`config.mk`:
```
export PLATFORM = sky130hd
export DESIGN_NAME = alu_mc
export DESIGN_NICKNAME = d
export VERILOG_FILES = /design/src/rtl/alu_pkg.sv /design/src/rtl/alu_iter_unit.sv /design/src/rtl/alu_mc.sv
export SDC_FILE = /design/constraint.sdc
export NUM_CORES = 1
export LEC_CHECK = 0
export BUFFER_PORTS_ARGS = -buffer_cell sky130_fd_sc_hd__buf_2
export CORE_UTILIZATION = 30
export DETAILED_ROUTE_END_ITERATION = 10
export PLACE_DENSITY = 0.47
export RECOVER_POWER = 25
export SLEW_MARGIN = 0
export SYNTH_ARGS = -nofsm -noshare
export SYNTH_HDL_FRONTEND = slang
export SYNTH_HIERARCHICAL = 1
export SYNTH_SLANG_ARGS = --single-unit
```
`constraint.sdc`:
```
create_clock -name clk_i -period 6.8 [get_ports clk_i]
set_clock_uncertainty 0.2 [all_clocks]
set_input_delay 1.7 -clock clk_i [delete_from_list [all_inputs] [get_ports clk_i]]
set_output_delay 1.7 -clock clk_i [all_outputs]
set_load 0.02 [all_outputs]
```
`src/rtl/alu_pkg.sv`:
```
// Shared opcode, FSM state and helper definitions for the multi-cycle ALU.
package alu_pkg;

    localparam logic [3:0] ALU_AND  = 4'b0000;
    localparam logic [3:0] ALU_OR   = 4'b0001;
    localparam logic [3:0] ALU_ADD  = 4'b0010;
    localparam logic [3:0] ALU_SUB  = 4'b0110;
    localparam logic [3:0] ALU_SLT  = 4'b0111;
    localparam logic [3:0] ALU_NOR  = 4'b1100;
    localparam logic [3:0] ALU_MUL  = 4'b1000;
    localparam logic [3:0] ALU_DIVU = 4'b1001;
    localparam logic [3:0] ALU_REMU = 4'b1010;

    localparam logic [1:0] ST_IDLE = 2'd0;
    localparam logic [1:0] ST_ITER = 2'd1;
    localparam logic [1:0] ST_DONE = 2'd2;

    function automatic logic is_multicycle(input logic [3:0] ctrl);
        return (ctrl == ALU_MUL) || (ctrl == ALU_DIVU) || (ctrl == ALU_REMU);
    endfunction

endpackage

```
`src/rtl/alu_iter_unit.sv`:
```
// Shared iterative engine: shift-add multiplier and restoring unsigned divider,
// one bit per step, with a WIDTH-step counter.
module alu_iter_unit
    import alu_pkg::*;
#(
    parameter int WIDTH = 32
) (
    input  logic             clk_i,
    input  logic             rst_i,
    input  logic             load_i,
    input  logic             step_i,
    input  logic [3:0]       op_i,
    input  logic [WIDTH-1:0] a_i,
    input  logic [WIDTH-1:0] b_i,
    output logic             last_o,
    output logic [WIDTH-1:0] result_o
);

    localparam int CW = $clog2(WIDTH + 1);

    logic [WIDTH-1:0] acc_q, acc_d;
    logic [WIDTH-1:0] a_q, a_d;
    logic [WIDTH-1:0] b_q, b_d;
    logic [CW-1:0]    cnt_q, cnt_d;
    logic             mul_q, mul_d;
    logic             rem_q, rem_d;
    logic [WIDTH:0]   rem_shift;
    logic [WIDTH:0]   trial;
    logic             ge;

    // acc holds the product (MUL) or the partial remainder (DIV); a_q shifts the
    // dividend out at the top while quotient bits enter at the bottom.
    always_comb begin
        acc_d     = acc_q;
        a_d       = a_q;
        b_d       = b_q;
        cnt_d     = cnt_q;
        mul_d     = mul_q;
        rem_d     = rem_q;
        rem_shift = {acc_q, a_q[WIDTH-1]};
        trial     = rem_shift - {1'b0, b_q};
        ge        = ~trial[WIDTH];
        if (load_i) begin
            acc_d = '0;
            a_d   = a_i;
            b_d   = b_i;
            cnt_d = '0;
            mul_d = (op_i == ALU_MUL);
            rem_d = (op_i == ALU_REMU);
        end else if (step_i) begin
            cnt_d = cnt_q + CW'(1);
            if (mul_q) begin
                acc_d = acc_q + (b_q[0] ? a_q : '0);
                a_d   = a_q << 1;
                b_d   = b_q >> 1;
            end else begin
                acc_d = ge ? trial[WIDTH-1:0] : rem_shift[WIDTH-1:0];
                a_d   = {a_q[WIDTH-2:0], ge};
            end
        end
    end

    // A zero divisor always passes the trial subtract, giving all-ones / src1 naturally.
    assign result_o = (mul_q || rem_q) ? acc_d : a_d;
    assign last_o   = (cnt_q == CW'(WIDTH - 1));

    always_ff @(posedge clk_i or posedge rst_i) begin
        if (rst_i) begin
            acc_q <= '0;
            a_q   <= '0;
            b_q   <= '0;
            cnt_q <= '0;
            mul_q <= 1'b0;
            rem_q <= 1'b0;
        end else begin
            acc_q <= acc_d;
            a_q   <= a_d;
            b_q   <= b_d;
            cnt_q <= cnt_d;
            mul_q <= mul_d;
            rem_q <= rem_d;
        end
    end

endmodule

```
`src/rtl/alu_mc.sv`:
```
// Multi-cycle ALU top: handshake FSM, single-cycle ops, overflow/zero flags and
// registered outputs around the shared iterative MUL/DIV engine.
module alu_mc
    import alu_pkg::*;
#(
    parameter int WIDTH  = 32,
    parameter bit MUL_EN = 1'b1,
    parameter bit DIV_EN = 1'b1
) (
    input  logic             clk_i,
    input  logic             rst_i,
    input  logic             start_i,
    input  logic [3:0]       ctrl_i,
    input  logic [WIDTH-1:0] src1_i,
    input  logic [WIDTH-1:0] src2_i,
    output logic             ready_o,
    output logic             done_o,
    output logic [WIDTH-1:0] result_o,
    output logic             zero_o,
    output logic             ovf_o
);

    logic [1:0]       state_q, state_d;
    logic [WIDTH-1:0] result_q, result_d;
    logic             zero_q, zero_d;
    logic             ovf_q, ovf_d;
    logic             done_q, done_d;

    logic             accept;
    logic             go_iter;
    logic [WIDTH-1:0] sum, diff;
    logic [WIDTH-1:0] alu_res;
    logic             alu_ovf;
    logic             iter_last;
    logic [WIDTH-1:0] iter_result;

    assign ready_o = (state_q != ST_ITER);
    assign accept  = start_i && ready_o;
    assign go_iter = is_multicycle(ctrl_i) && ((ctrl_i == ALU_MUL) ? MUL_EN : DIV_EN);
    assign sum     = src1_i + src2_i;
    assign diff    = src1_i - src2_i;

    // Disabled MUL/DIV codes fall into the default arm and behave as illegal ops.
    always_comb begin
        alu_res = '0;
        alu_ovf = 1'b0;
        unique case (ctrl_i)
            ALU_AND: alu_res = src1_i & src2_i;
            ALU_OR:  alu_res = src1_i | src2_i;
            ALU_NOR: alu_res = ~(src1_i | src2_i);
            ALU_ADD: begin
                alu_res = sum;
                alu_ovf = (src1_i[WIDTH-1] == src2_i[WIDTH-1]) && (sum[WIDTH-1] != src1_i[WIDTH-1]);
            end
            ALU_SUB: begin
                alu_res = diff;
                alu_ovf = (src1_i[WIDTH-1] != src2_i[WIDTH-1]) && (diff[WIDTH-1] != src1_i[WIDTH-1]);
            end
            ALU_SLT: alu_res = {{(WIDTH-1){1'b0}}, ($signed(src1_i) < $signed(src2_i))};
            default: alu_res = '0;
        endcase
    end

    alu_iter_unit #(.WIDTH(WIDTH)) u_iter (
        .clk_i    (clk_i),
        .rst_i    (rst_i),
        .load_i   (accept && go_iter),
        .step_i   (state_q == ST_ITER),
        .op_i     (ctrl_i),
        .a_i      (src1_i),
        .b_i      (src2_i),
        .last_o   (iter_last),
        .result_o (iter_result)
    );

    always_comb begin
        state_d  = state_q;
        result_d = result_q;
        zero_d   = zero_q;
        ovf_d    = ovf_q;
        done_d   = 1'b0;
        if (state_q == ST_ITER) begin
            if (iter_last) begin
                state_d  = ST_DONE;
                result_d = iter_result;
                zero_d   = (iter_result == '0);
                ovf_d    = 1'b0;
                done_d   = 1'b1;
            end
        end else if (accept) begin
            if (go_iter) begin
                state_d = ST_ITER;
            end else begin
                state_d  = ST_DONE;
                result_d = alu_res;
                zero_d   = (alu_res == '0);
                ovf_d    = alu_ovf;
                done_d   = 1'b1;
            end
        end else begin
            state_d = ST_IDLE;
        end
    end

    always_ff @(posedge clk_i or posedge rst_i) begin
        if (rst_i) begin
            state_q  <= ST_IDLE;
            result_q <= '0;
            zero_q   <= 1'b1;
            ovf_q    <= 1'b0;
            done_q   <= 1'b0;
        end else begin
            state_q  <= state_d;
            result_q <= result_d;
            zero_q   <= zero_d;
            ovf_q    <= ovf_d;
            done_q   <= done_d;
        end
    end

    assign done_o   = done_q;
    assign result_o = result_q;
    assign zero_o   = zero_q;
    assign ovf_o    = ovf_q;

endmodule

```
==> impl_metrics.ini, run 1 <==
[power_and_ir_drop]
share_comb_of_total_power_pct = 67.8
powerDensity_nw_per_um2 = 406
sw_frac_of_total_pct = 53.6
seqPwrFrac_pct = 20.2
vdd_drop_max_mv = 0.232
power.leakage_nw = 8.51
switching_power_w = 0.00419
p_clk_share_pct = 11.9
intPower_w = 0.00364

[clocking]
cts.repair.resized = 0
cts_hold_buf = 0
clock_path_buffers = 2
clock-sinks = 141
cts_tree = built
clockRootBuffer = clkbuf_16
insertion_delay_ns = 0.45
cts-htree-levels = 4
numCtsBuffers = 17
post_cts_buffers = 0
clkSlewWorstSetupHoldPaths_ns = 0.06

[setup_path]
cp_common_cell = and3_1
crit_family = simple AND/OR/NAND/NOR gates
end_kind = register
path_buf_inv = 2
crit_type = register to register
start_kind = register
path_max_fanout = 11
max_stage_delay_ns = 0.72
worstPathRequired_ns = 6.97
path_cells = inv_1, ha_1, and3_1, and3_1, and4_1, nor2_1, mux2i_1, and3_1, buf_4, mux2_2, o21ai_0, o21ai_0, nor4_1, nand4_1, nor4_1, a21oi_1, o21ai_1
crit_path_top_delay_cell = mux2i_1
cp.arrival_ns = 5.90

[logic_synthesis]
yosysTopAreaCellShare_pct = 20.0
synthArstFlopShare_pct = 100
synth_edf_count = 0
synthDistinctLibCells = 108
synth-warning-count = 6
synth_flop_cell = dfrtp_1
syn_area_um2 = 17500
avgSynthCellArea_um2 = 7.70
yosys.area.top_type = dfrtp_1
ys_seq_area_share_pct = 20.2
synth-seq-cells = 141
syn_inst = 2273
synth_fp_nets = 2512
synth.area.top_cells = dfrtp_1 20%, ha_1 12%, mux2i_1 5.3%

[status]
status = finished, violations left
violations = capacitance limit, slew limit

[drt]
viasPerCell = 5.95
drtIter0Drc = 1713
route.detailed.drc = 0
vias = 18300
ant_nets = 0
post_drt_wl_per_cell_um = 25.5
detail_route.first_pass.iterations = 6
wirelength_um = 78500

[finish]
area_growth_syn_to_layout_pct = 10.2
drive_gt1_share_pct = 10.9
nets = 2541
final_cell_mix = 237 x nand2_1, 168 x a21oi_1, 164 x ha_1, 157 x o21ai_0, 152 x inv_1
postLayoutCoreUtil_pct = 33.4
stdcell_count = 3081
final_common_cell = nand2_1

[floorplan]
initial_utilization_pct = 30.3
die-area_um2 = 59300
rows = 88
die_w_um = 244
die_h_um = 244
ioPinCount = 107
core-area_um2 = 57700

[sta]
maxSlewViolCount = 115
clock.fmax_mhz = 175
slew_headroom_pct = -146
grt_setup_unrepaired = false
worstMarginPinSlew_ns = 3.67
finalCritPeriodShare_pct = 84.3
fin_crit_ns = 5.73
finalHoldViolCount = 0
setup_viol = 0
timing.setup.tns_ns = 0

[placed_design]
dp.cells = 3048
dp_hpwl_um = 62600
portBuffers = 106
gp_congestion = 0.940

[grt]
gr-usage-all-layers_pct = 25.9
grt_pass1_wl_um = 116000
grt_max_degree = 99
gr-total-overflow = 0
antenna_found_initial = 3
grt_pass1_vias = 17300

[flow_run]
maxCapViolations = 2

[hold_path]
min_path_type = register to register
-- synthesized netlist by cell type, drive strengths merged, types with 8 or more instances --
master,n
o21bai,15
mux2,18
and3,16
or3,10
ha,164
a31oi,24
clkbuf,91
a221oi,29
mux2i,92
nand4,24
o221ai,11
xnor2,28
o311ai,9
o22ai,8
nor2,154
a21oi,170
nand2,237
a221o,21
o41ai,9
a21boi,8
o211ai,38
o21ai,161
dfrtp,140
or2,13
o21a,21
nor2b,27
o31a,12
nor3,48
a22o,14
inv,157
and2,49
o2111ai,9
buf,42
nand3,52
xor2,26
nand2b,27
a211oi,42
o31ai,34
nor4,31
a21o,65
-- sequential cells by signal, summed over array words and instances (netlist names) --
name	count
result_o	32
u_iter/a_q	32
u_iter/acc_q	32
u_iter/b_q	32
u_iter/cnt_q	6
state_q	2
done_o	1
ovf_o	1
u_iter/mul_q	1
u_iter/rem_q	1
zero_o	1
-- kinds of logic (layout without fill, tap and decap cells) --
kind of cell / count (synthesis) / after routing / share of synthesized area [%]
AO/OA/AOI/OAI: 783 / 783 / 31.1
AND/OR/NAND/NOR: 725 / 725 / 20.4
buffers and inverters: 292 / 334 / 7.03
adder cells (fa/ha/maj): 168 / 168 / 12.2
flip-flops: 141 / 141 / 20.2
multiplexers: 110 / 110 / 6.42
XOR/XNOR: 54 / 54 / 2.70
other: 0 / 1 / 0
-- tightest hold or removal path, stage by stage (launching register included) --
cell and delay [ns]:
dfrtp_1 0.34, nand2_1 0.05, o31ai_1 0.05
-- final cells by class --
class                      count  area (µm²)
multi-input combinational   1840       12800
antenna                        1        2.50
clock buffer                  18         429
inverter                     159         599
tap                          765         957
fill                        6236       38400
clock inverter                14         135
sequential                   141        3530
timing repair buffer         143         818
-- metrics by stage --
stage / hold slack [ns] / total power, W / area (µm²) / setup slack (ns)
2_1_floorplan: 0.271 / 0.00517 / 17500 / 2.17
3_3_place_gp: 0.255 / 0.00681 / 18700 / 0.960
3_5_place_dp: 0.262 / 0.00682 / 18700 / 0.894
4_1_cts: 0.277 / 0.00779 / 19300 / 1.20
5_1_grt: 0.302 / 0.00839 / 19300 / 0.787
6_report: 0.275 / 0.00783 / 19300 / 1.07
-- final timing paths --
| check | from | end | slack (ns) | cells past startpoint |
|---|---|---|---|---|
| min in group asynchronous | rst_i | result_o[16]$_DFFE_PP0P_ | 1.61 | 2 |
| min | result_o[24]$_DFFE_PP0P_ | result_o[24]$_DFFE_PP0P_ | 0.27 | 2 |
| max in group asynchronous | rst_i | u_iter/mul_q$_DFFE_PP0P_ | 2.44 | 2 |
| max | u_iter/b_q[24]$_DFFE_PP0P_ | zero_o$_DFFE_PP1P_ | 1.07 | 17 |
| max reg2reg | u_iter/b_q[24]$_DFFE_PP0P_ | zero_o$_DFFE_PP1P_ | 1.07 | 17 |
| min reg2reg | result_o[24]$_DFFE_PP0P_ | result_o[24]$_DFFE_PP0P_ | 0.27 | 2 |
-- per-layer routing --
layer | up-vias | GRT usage [%] | part of all wire, %
li1 | 8461 | - | -
met1 | 9068 | 37.9 | 48
met2 | 731 | 40.6 | 44
met3 | 61 | 2.99 | 5.9
met4 | 2 | 5.20 | 1.8
met5 | - | 0 | 0.022
-- power by group through the flow --
| stage | clock network (W) | logic [W] | registers [W] |
|---|---|---|---|
| CTS | 0.000947 | 0.00526 | 0.00158 |
| global route | 0.000978 | 0.00579 | 0.00162 |
| floorplan | 0 | 0.00372 | 0.00145 |
| finish | 0.000933 | 0.00531 | 0.00159 |
| detailed placement | 0 | 0.00522 | 0.00159 |
| global placement | 0 | 0.00522 | 0.00160 |
No activity file was read; power rests on OpenSTA's default activity.
==> run 2, diff against run 1 <==
PLACE_DENSITY = 0.49   (was 0.47)
clock period = 5.1 ns   (was 6.8 ns; I/O delays follow)
==> impl_metrics.ini, run 2 (synthesis results as in run 1) <==
[setup_path]
path_cells = ha_1, fa_1, nor2b_1, o31a_1, nand3_1, a211o_4, a21o_4, and3_2, buf_4, buf_4, or3_1, a41oi_2, o21ai_1, nor4_1, nand2_1, nor4_2, buf_4, a21oi_1, o21ai_1
path_max_fanout = 7
crit_family = simple AND/OR/NAND/NOR gates
max_stage_delay_ns = 0.41
worstPathRequired_ns = 5.29
path_buf_inv = 3
cp_common_cell = buf_4
crit_path_top_delay_cell = dfrtp_1
start_kind = register
cp.arrival_ns = 5.05
crit_type = register to register
end_kind = register
cp_num_cells = 19
r2r_cells = 19

[grt]
grt_pass1_wl_um = 116000
grt_max_degree = 71
grt_pass1_vias = 17800
antenna_found_initial = 0
gr-total-overflow = 0
gr-usage-all-layers_pct = 25.8

[drt]
detail_route.first_pass.iterations = 6
vias = 18900
ant_nets = 0
drtIter0Drc = 1840
post_drt_wl_per_cell_um = 24.1
viasPerCell = 5.80
route.detailed.drc = 0
wirelength_um = 78200

[floorplan]
die_w_um = 244
core-area_um2 = 57700
ioPinCount = 107
die-area_um2 = 59300
die_h_um = 244
initial_utilization_pct = 30.3
rows = 88

[power_and_ir_drop]
vdd_drop_max_mv = 0.334
power.leakage_nw = 9.40
powerDensity_nw_per_um2 = 539
p_total_w = 0.0112

[sta]
worstMarginPinSlew_ns = 3.02
slew_headroom_pct = -102
maxSlewViolCount = 109
clock.fmax_mhz = 206
finalCritPeriodShare_pct = 95.3
grt_setup_unrepaired = false
setup_viol = 0
fin_crit_ns = 4.86
finalHoldViolCount = 0
fin_ws_ns = 0.239

[hold_path]
min_path_type = register to register
hold_depth = 2

[clocking]
clock_path_buffers = 2
clkSlewWorstSetupHoldPaths_ns = 0.07
cts-htree-levels = 4
cts_tree = built
insertion_delay_ns = 0.45
clock-sinks = 141
clockRootBuffer = clkbuf_16
cts_hold_buf = 0
numCtsBuffers = 17

[finish]
drive_gt1_share_pct = 17.4
nets = 2711
stdcell_count = 3250
antenna_cells = 0
fillers = 6211
final_cell_mix = 237 x nand2_1, 201 x buf_4, 167 x a21oi_1, 164 x ha_1, 156 x o21ai_0
final_common_cell = nand2_1
area_growth_syn_to_layout_pct = 18.4

[placed_design]
post-place-ws_ns = -0.109
dp.cells = 3218
dp_hpwl_um = 63600
gp_congestion = 0.977
portBuffers = 106

[status]
violations = capacitance limit, slew limit
status = finished, violations left

[flow_run]
maxCapViolations = 2
[run 2: changes by cell type in the layout (fill, tap and decap cells not counted), moves of 2 or more]
cell,delta
clkinvlp_4,-2
inv_8,+4
nor4_1,-4
o311ai_0,-2
buf_12,+5
nor4_2,+2
buf_4,+165
nor4_4,+2
[run 2: power by group]
part           internal [W]  switching (W)  leakage (nW)
Combinational       0.00325        0.00465          7.31
Clock              0.000704       0.000592         0.286
Sequential          0.00155       0.000433          1.80
[run 2: final cells by class]
type                       count  area (µm²)  share of cell area (%)
clock buffer                  18         439                    2.12
sequential                   141        3530                    17.0
clock inverter                14         148                   0.713
multi-input combinational   1840       12900                    62.2
timing repair buffer         313        2160                    10.4
inverter                     159         598                    2.89
tap                          765         957                    4.62
[run 2: path summary, 6_finish.rpt]
path,from,end,slack (ns)
setup / recovery,u_iter/b_q[0]$_DFFE_PP0P_,zero_o$_DFFE_PP1P_,0.24
hold / removal,result_o[20]$_DFFE_PP0P_,result_o[20]$_DFFE_PP0P_,0.29
setup reg to reg,u_iter/b_q[0]$_DFFE_PP0P_,zero_o$_DFFE_PP1P_,0.24
hold reg to reg,result_o[20]$_DFFE_PP0P_,result_o[20]$_DFFE_PP0P_,0.29
max in group asynchronous,rst_i,u_iter/mul_q$_DFFE_PP0P_,1.04
min in group asynchronous,rst_i,result_o[1]$_DFFE_PP0P_,1.13
[run 2: worst reg2reg max path, delay by kind of cell (launching register included)]
kind / cells / cell delay, ns
adders and majority gates: 2 / 0.63
and+or+nand+nor: 7 / 1.63
AOI/OAI and AO/OA: 7 / 1.43
DFF: 1 / 0.41
buffers and inverters: 3 / 0.53
[run 2: metal layers]
metal	wire, µm	up-vias	global-route usage, %
met5	0	-	0
li1	-	8822	-
met1	37300	9181	37.6
met4	2140	0	6.95
met2	33800	764	39.8
met3	4920	91	3.13
[run 2: metrics by stage]
| stage | utilization, % | area [µm²] | TNS (ns) | hold slack (ns) |
|---|---|---|---|---|
| 2_1_floorplan | - | 17500 | 0 | 0.271 |
| 3_5_place_dp | 34.8 | 20100 | -0.109 | 0.277 |
| 6_report | 35.9 | 20700 | 0 | 0.288 |
| 5_1_grt | 35.9 | 20700 | 0 | 0.320 |
| 4_1_cts | 35.8 | 20700 | 0 | 0.294 |
| 3_3_place_gp | 34.8 | 20100 | -0.0930 | 0.273 |
[run 2: what timing repair did]
action / CTS / global route
endpoints found under the setup margin: 1 / 1
setup buffers: 0 / 0
gates resized for setup: 2 / 13
pin swaps: 0 / 1
==> run 3, diff against run 2 <==
CTS_BUF_LIST = sky130_fd_sc_hd__clkbuf_4 sky130_fd_sc_hd__clkbuf_8   (was default)
==> impl_metrics.ini, run 3 (synthesis results as in run 1) <==
[status]
status = finished, violations left
violations = capacitance limit, slew limit

[grt]
antenna_found_initial = 0
gr-usage-all-layers_pct = 25.8
grt_pass1_wl_um = 116000
grt_pass1_vias = 17800
gr-total-overflow = 0
grt_max_degree = 71

[placed_design]
dp.cells = 3218
dp_hpwl_um = 63600
placed_area_um2 = 20100
gp_congestion = 0.977
portBuffers = 106

[finish]
fin_area_um2 = 20500
postLayoutCoreUtil_pct = 35.6
fillers = 6241
final_cell_mix = 237 x nand2_1, 201 x buf_4, 167 x a21oi_1, 164 x ha_1, 156 x o21ai_0
final-seq-area_um2 = 3530
final_common_cell = nand2_1
multiInputGateArea_um2 = 12900
area_growth_syn_to_layout_pct = 17.3
drive_gt1_share_pct = 17.4
nets = 2711
stdcell_count = 3251

[sta]
grt_setup_unrepaired = false
slew_headroom_pct = -99.5
clock.fmax_mhz = 204
finalHoldViolCount = 0
holdWs_ns = 0.300
setup_viol = 0
maxSlewViolCount = 109
fin_crit_ns = 4.90
worstMarginPinSlew_ns = 2.99
finalCritPeriodShare_pct = 96.0

[drt]
vias = 18800
drtIter0Drc = 1910
ant_nets = 0
viasPerCell = 5.79
detail_route.first_pass.iterations = 6
post_drt_wl_per_cell_um = 24.1
route.detailed.drc = 0
wirelength_um = 78200

[clocking]
cts_tree = built
clkSlewWorstSetupHoldPaths_ns = 0.10
numCtsBuffers = 17
clock_path_buffers = 2
clock-sinks = 141
cts-htree-levels = 4
clockRootBuffer = clkbuf_8
insertion_delay_ns = 0.49

[setup_path]
cp.arrival_ns = 5.13
end_kind = register
crit_family = simple AND/OR/NAND/NOR gates
crit_path_top_delay_cell = or4b_2
worstPathRequired_ns = 5.33
path_buf_inv = 4
path_max_fanout = 33
max_stage_delay_ns = 0.68
crit_type = register to register
start_kind = register
path_cells = buf_12, and2_1, ha_1, inv_1, fa_1, nor2b_1, o31a_1, or4b_2, nand4_1, buf_4, nand2b_1, a21oi_1, xor2_1, mux2i_1, a21o_1, nor4_2, nand4_1, nor4_2, buf_4, a21oi_1, o21ai_1

[floorplan]
initial_utilization_pct = 30.3
core-area_um2 = 57700
die_h_um = 244
die-area_um2 = 59300
die_w_um = 244
ioPinCount = 107
rows = 88

[power_and_ir_drop]
vdd_drop_max_mv = 0.301
p_total_w = 0.0109
power.leakage_nw = 9.31
powerDensity_nw_per_um2 = 529

[flow_run]
maxCapViolations = 2

[hold_path]
min_path_type = register to register
run 3: changes by cell type in the layout (fill, tap and decap cells not counted):
cell       before  now
clkbuf_16      17    0
clkbuf_8        1   18
diode_2         0    1
run 3: layout make-up:
cell class                      instances  share of cell area, %
Antenna cell                            1                 0.0122
Timing Repair Buffer                  313                   10.5
Clock buffer                           18                   1.21
Inverter                              159                   2.91
Tap cell                              765                   4.66
Sequential cell                       141                   17.2
Multi-Input combinational cell       1840                   62.8
Clock inverter                         14                  0.719
run 3: worst paths after layout:
| path | cells past startpoint | to | slack [ns] | from |
|---|---|---|---|---|
| setup / recovery | 21 | zero_o$_DFFE_PP1P_ | 0.20 | u_iter/b_q[0]$_DFFE_PP0P_ |
| setup reg to reg | 21 | zero_o$_DFFE_PP1P_ | 0.20 | u_iter/b_q[0]$_DFFE_PP0P_ |
| hold reg to reg | 2 | result_o[20]$_DFFE_PP0P_ | 0.30 | result_o[20]$_DFFE_PP0P_ |
| max in group asynchronous | 2 | u_iter/mul_q$_DFFE_PP0P_ | 1.12 | rst_i |
| min in group asynchronous | 2 | result_o[26]$_DFFE_PP0P_ | 1.08 | rst_i |
| hold / removal | 2 | result_o[20]$_DFFE_PP0P_ | 0.30 | result_o[20]$_DFFE_PP0P_ |
run 3: worst min-delay path: stages, from the launching register on:
cell     delay [ns]
dfrtp_1        0.37
nand2_1        0.05
nand2_1        0.05
run 3: power breakdown:
part	switching, W	internal, W	total (W)
combinational	0.00466	0.00325	0.00791
sequential	0.000434	0.00155	0.00198
clock	0.000552	0.000418	0.000969
run 3: metrics by stage:
stage	setup TNS, ns	setup slack (ns)
floorplan	0	0.893
global placement	-0.0930	-0.0930
detailed placement	-0.109	-0.109
CTS	0	0.00889
global route	0	0.0137
finish	0	0.203
run 3: repair_timing:
item / CTS / global route
buffers inserted: 0 / 0
pin swaps: 0 / 1
hold buffers: 0 / 0
endpoints found under the setup margin: 1 / 1
resized for setup: 2 / 13
run 3: per-layer routing:
metal  vias to the layer above  wire length [µm]  global-route usage (%)
met5                         -                 0                       0
met4                         0              2440                    7.79
met3                        96              5000                    2.93
met2                       791             33400                    39.4
met1                      9126             37300                    37.6
li1                       8800                 -                       -
